==> src/rtl/pio_cmd_bridge.sv <==
// pio_cmd_bridge
//   Bridges HPS PIO writes into a queue of coprocessor commands. Each trigger
//   on pio_enable_export pushes pio_instruct_export into a FIFO. Commands are
//   issued one at a time over a valid/ready handshake. After each handshake
//   the bridge waits for cp_done (optionally bounded by a timeout) before it
//   issues the next command. The outcome is kept in a sticky status word.
//
// Ports
//   clk_clk, reset_reset_n  clock and asynchronous active-low reset
//   pio_instruct_export     instruction word from the HPS
//   pio_enable_export       trigger (rising edge or toggle, see EN_MODE)
//   pio_flags_export        {BUSY, FULL, ERROR, DONE}
//   cmd_data/valid/ready    command handshake to the coprocessor
//   cp_done, cp_err         completion pulse and its error qualifier
//   fifo_count              queue occupancy
//   overflow                one-cycle pulse when a trigger is dropped
module pio_cmd_bridge #(
   parameter int INSTR_W     = 29,
   parameter int DEPTH       = 4,
   parameter int CNT_W       = 3,
   parameter int EN_MODE     = 0,
   parameter int TIMEOUT_CYC = 0
) (
   input  logic               clk_clk,
   input  logic               reset_reset_n,
   input  logic [INSTR_W-1:0] pio_instruct_export,
   input  logic               pio_enable_export,
   output logic [3:0]         pio_flags_export,
   output logic [INSTR_W-1:0] cmd_data,
   output logic               cmd_valid,
   input  logic               cmd_ready,
   input  logic               cp_done,
   input  logic               cp_err,
   output logic [CNT_W-1:0]   fifo_count,
   output logic               overflow
);

   localparam int PTR_W = (DEPTH > 1) ? $clog2(DEPTH) : 1;
   // The counter only has to reach TIMEOUT_CYC-1. It is at least one bit wide.
   localparam int TMO_W = $clog2(TIMEOUT_CYC + 2);

   typedef enum logic [1:0] {S_IDLE, S_ISSUE, S_WAIT} state_e;

   state_e             state_q, state_d;
   logic [INSTR_W-1:0] mem_q [DEPTH];
   logic [PTR_W-1:0]   wptr_q, rptr_q;
   logic [CNT_W-1:0]   cnt_q, cnt_d;
   logic [TMO_W-1:0]   tmo_q, tmo_d;
   logic               en_q, done_q, done_d, err_q, err_d, full_q, ovf_q;
   logic               trig, full, pop, push, drop, tmo_hit;

   assign trig = (EN_MODE != 0) ? (pio_enable_export ^ en_q)
                                : (pio_enable_export & ~en_q);
   assign full = (cnt_q == CNT_W'(DEPTH));
   assign pop  = (state_q == S_ISSUE) & cmd_ready;
   // A pop on the same edge frees a slot, so a push into a full queue still
   // succeeds in that case.
   assign push = trig & (~full | pop);
   assign drop = trig & full & ~pop;
   assign cnt_d = cnt_q + CNT_W'(push) - CNT_W'(pop);

   assign tmo_hit = (TIMEOUT_CYC != 0) && (state_q == S_WAIT) && !cp_done &&
                    (tmo_q == TMO_W'(TIMEOUT_CYC - 1));

   always_comb begin
      state_d = state_q;
      tmo_d   = tmo_q;
      done_d  = done_q;
      err_d   = err_q;
      // A new command clears the status. Any set condition below overrides it.
      if (push) begin
         done_d = 1'b0;
         err_d  = 1'b0;
      end
      case (state_q)
         S_IDLE:  if (cnt_q != '0) state_d = S_ISSUE;
         S_ISSUE: if (cmd_ready) begin
            state_d = S_WAIT;
            tmo_d   = '0;
         end
         S_WAIT: begin
            if (cp_done) begin
               done_d = 1'b1;
               if (cp_err) err_d = 1'b1;
               // Include a push on this same edge, so no idle bubble is inserted.
               state_d = (cnt_d != '0) ? S_ISSUE : S_IDLE;
            end else if (tmo_hit) begin
               err_d   = 1'b1;
               state_d = S_IDLE;
            end else begin
               tmo_d = tmo_q + 1'b1;
            end
         end
         default: state_d = S_IDLE;
      endcase
      if (drop) err_d = 1'b1;
   end

   always_ff @(posedge clk_clk or negedge reset_reset_n) begin
      if (!reset_reset_n) begin
         state_q <= S_IDLE;
         wptr_q  <= '0;
         rptr_q  <= '0;
         cnt_q   <= '0;
         tmo_q   <= '0;
         en_q    <= 1'b0;
         done_q  <= 1'b0;
         err_q   <= 1'b0;
         full_q  <= 1'b0;
         ovf_q   <= 1'b0;
      end else begin
         state_q <= state_d;
         wptr_q  <= wptr_q + PTR_W'(push);
         rptr_q  <= rptr_q + PTR_W'(pop);
         cnt_q   <= cnt_d;
         tmo_q   <= tmo_d;
         en_q    <= pio_enable_export;
         done_q  <= done_d;
         err_q   <= err_d;
         full_q  <= (cnt_d == CNT_W'(DEPTH));
         ovf_q   <= drop;
      end
   end

   // Storage needs no reset. The pointers and the count define its contents.
   always_ff @(posedge clk_clk) begin
      if (push) mem_q[wptr_q] <= pio_instruct_export;
   end

   assign cmd_valid        = (state_q == S_ISSUE);
   assign cmd_data         = cmd_valid ? mem_q[rptr_q] : '0;
   assign fifo_count       = cnt_q;
   assign overflow         = ovf_q;
   assign pio_flags_export = {(state_q != S_IDLE) | (cnt_q != '0), full_q, err_q, done_q};

endmodule

==> config.mk <==
export PLATFORM = sky130hd
export DESIGN_NAME = pio_cmd_bridge
export DESIGN_NICKNAME = d
export VERILOG_FILES = /design/src/rtl/pio_cmd_bridge.sv
export SDC_FILE = /design/constraint.sdc
export NUM_CORES = 1
export LEC_CHECK = 0
export CAP_MARGIN = 20
export CORE_ASPECT_RATIO = 0.5
export CORE_MARGIN = 5
export CORE_UTILIZATION = 56
export CTS_BUF_LIST = sky130_fd_sc_hd__clkbuf_4 sky130_fd_sc_hd__clkbuf_8
export CTS_CLUSTER_SIZE = 14
export DETAILED_ROUTE_END_ITERATION = 10
export PLACE_DENSITY = 0.84
export SLEW_MARGIN = 25
export SYNTH_ARGS = -nofsm -noshare
export SYNTH_HDL_FRONTEND = slang
export SYNTH_SLANG_ARGS = --single-unit
==> constraint.sdc <==
create_clock -name clk_clk -period 4.23 [get_ports clk_clk]
set_input_delay 0.6345 -clock clk_clk [delete_from_list [all_inputs] [get_ports clk_clk]]
set_output_delay 0.6345 -clock clk_clk [all_outputs]
set_load 0.02 [all_outputs]
==> flow_metrics.env <==
export IMPL_status="finished clean"
export IMPL_drive_above_1_share_pct=22.0
export IMPL_hold_viol=0
export IMPL_ant_nets=0
export IMPL_syn_avg_cell_area_um2=21.3
export IMPL_dp_cells=421
export IMPL_start_util_pct=57.5
export IMPL_fin_setup_tns_ns=0
export IMPL_ys_ff_latch=130
export IMPL_synth_ff_type="edfxtp_1"
export IMPL_rsz0062_at_grt="false"
export IMPL_peakVddDrop_mv=0.388
export IMPL_cp_slowest_cell="dfrtp_2"
export IMPL_cp_end_kind="primary output"
export IMPL_drv_slew=0
export IMPL_num_io_pins=73
export IMPL_cts_resized=0
export IMPL_grt_pass1_wl_um=14400
export IMPL_cts_tree="done"
export IMPL_syn_inst=236
export IMPL_die_h_um=77.0
export IMPL_core_area_um2=8740
export IMPL_area_delta_synth_final_pct=24.9
export IMPL_worstMarginPinSlew_ns=0.601
export IMPL_power_density_nw_per_um2=673
export IMPL_required_ns=3.60
export IMPL_dp_hpwl_um=5510
export IMPL_syn_num_nets=276
export IMPL_fin_nets=363
export IMPL_htreeDepth=4
export IMPL_die_x_um=144
export IMPL_post_cts_buffers=0
export IMPL_period_share_pct=78.1
export IMPL_path_class="reg2out"
export IMPL_place_area_um2=5890
export IMPL_grt_overflow_total=0
export IMPL_first_iter_violations=121
export IMPL_drc=0
export IMPL_cts_sinks=130
export IMPL_place_congestion=0.789
export IMPL_antenna_found_initial=0
export IMPL_track_usage_pct=17.7
export IMPL_netlist_area_um2=5020
export IMPL_final_util_pct=71.8
export IMPL_setup_viol=0
export IMPL_design_area_um2=6280
export IMPL_max_clock_path_buffers=2
export IMPL_synthTopCellsByArea="edfxtp_1 69%, mux4_2 13%, dfrtp_1 7.0%, nor2b_1 3.6%, ha_1 1.0%"
export IMPL_p_leak_nw=2.15
export IMPL_hold_path_class="reg2reg"
export IMPL_cts_made_buffers=17
export IMPL_fin_cells=453
export IMPL_synthTopCellsByCount="116 x edfxtp_1, 29 x mux4_2, 29 x nor2b_1"
export IMPL_ctsRootBufferMaster="clkbuf_8"
export IMPL_vias_per_cell=5.36
export IMPL_slew_headroom_pct=59.8
export IMPL_vias=2427
export IMPL_hold_buffers=0
export IMPL_synth_edf_count=116
export IMPL_synth_top_area_share_pct=69.3
export IMPL_async_reset_ff_share_pct=10.8
export IMPL_grt_pass1_vias=2737
export IMPL_yosysTopAreaCell="edfxtp_1"
export IMPL_core_rowCount=24
export IMPL_routed_wl_um=8830
export IMPL_antenna_cells=0
export IMPL_yosysWarningCount=0
export IMPL_ys_seq_area_share_pct=76.3
export IMPL_worstPathArrival_ns=2.67
export IMPL_grt_max_degree=31
export IMPL_io_buffer_count=72
export IMPL_yosysMostFrequentCell="edfxtp_1"
export IMPL_drv_cap=0
export IMPL_wl_per_cell_um=19.5
export IMPL_die_area_um2=11100
export IMPL_synth_cell_types=24
export IMPL_clock_latency_ns=0.42
export IMPL_first_pass_iters=4
export IMPL_finalCriticalPeriod_ns=3.30
export IMPL_fin_hold_ws_ns=0.491
export IMPL_slowest_delay_ns=0.68
export IMPL_skew_ns=0.00705
export IMPL_worst_setup_path_start_kind="flop"
export IMPL_cts_clk_slew_worst_paths_ns=0.06
export IMPL_fmax_mhz=303
export IMPL_crit_path_cell_trace="buf_4 > mux4_2 > nor2b_1 > clkdlybuf4s50_1"
export IMPL_worstPathMaxFanout=16
==> report_power, final <==
group          total, W  switching [W]  internal (W)
registers       0.00172       0.000130       0.00159
clock network  0.000983       0.000420      0.000563
logic           0.00152       0.000727      0.000796
total           0.00423        0.00128       0.00295
==> registers in the layout, summed over array words and instances, names as in the netlist <==
name	count
fifo_count	3
done_q	1
full_q	1
en_q	1
state_q	2
overflow	1
err_q	1
wptr_q	2
mem_q	116
rptr_q	2
==> worst max-delay path, delay by kind of cell (launching register included) <==
kind | cells | cell delay [ns]
flops | 1 | 0.68
simple gates | 1 | 0.15
mux | 1 | 0.53
buf+inv | 2 | 0.90
==> metal layers <==
layer / global-route usage [%] / vias to the layer above / wire (µm)
met5: 0 / - / 0
met4: 6.77 / 0 / 106
met3: 5.84 / 7 / 402
met2: 28.8 / 67 / 4690
met1: 22.2 / 1243 / 3630
li1: - / 1110 / -
==> cell type report <==
class / count / area (µm²)
clock buffer: 27 / 334
clock inverter: 5 / 51.3
fill: 494 / 2460
inverter: 7 / 26.3
multi-input combinational: 87 / 1100
sequential: 130 / 3830
tap: 117 / 146
timing repair buffer: 80 / 781
==> final timing paths <==
path,start,endpoint,slack (ns),depth (start not counted)
setup / recovery,rptr_q[0]$_DFF_PN0_,cmd_data[20],0.93,4
hold / removal,done_q$_DFF_PN0_,done_q$_DFF_PN0_,0.49,1
setup reg to reg,fifo_count[1]$_DFF_PN0_,state_q[0]$_DFFE_PN0P_,1.74,8
hold reg to reg,done_q$_DFF_PN0_,done_q$_DFF_PN0_,0.49,1
max in group asynchronous,reset_reset_n,rptr_q[0]$_DFF_PN0_,3.21,1
min in group asynchronous,reset_reset_n,rptr_q[1]$_DFF_PN0_,0.60,1
==> kinds of logic after synthesis <==
kind of cell | count (synthesis) | synth area share [%]
AOI/OAI and AO/OA | 6 | 0.871
xor gates and xnor gates | 3 | 0.797
adders and majority gates | 5 | 1.39
buffers and inverters | 19 | 2.04
DFF | 130 | 76.3
muxes | 29 | 13.0
and+or+nand+nor | 44 | 5.60
==> layout by cell type (no fill, tap or decap), drive strengths merged, types with 2 or more instances in the layout <==
cell type / count
edfxtp: 116
clkdlybuf4s50: 72
mux4: 29
nor2b: 29
clkbuf: 27
dfrtp: 14
buf: 8
inv: 7
nor3b: 5
nand2b: 4
ha: 4
clkinv: 3
nand3b: 2
a21o: 2
xor2: 2
o21ai: 2
nor3: 2
==> through the flow <==
stage | worst slack (ns) | power, W
2_1_floorplan | 0.582 | 0.00270
3_3_place_gp | 1.32 | 0.00324
3_5_place_dp | 1.14 | 0.00329
4_1_cts | 0.842 | 0.00428
5_1_grt | 0.765 | 0.00443
6_report | 0.926 | 0.00423
Note: power is estimated with default switching activity, not from simulation.
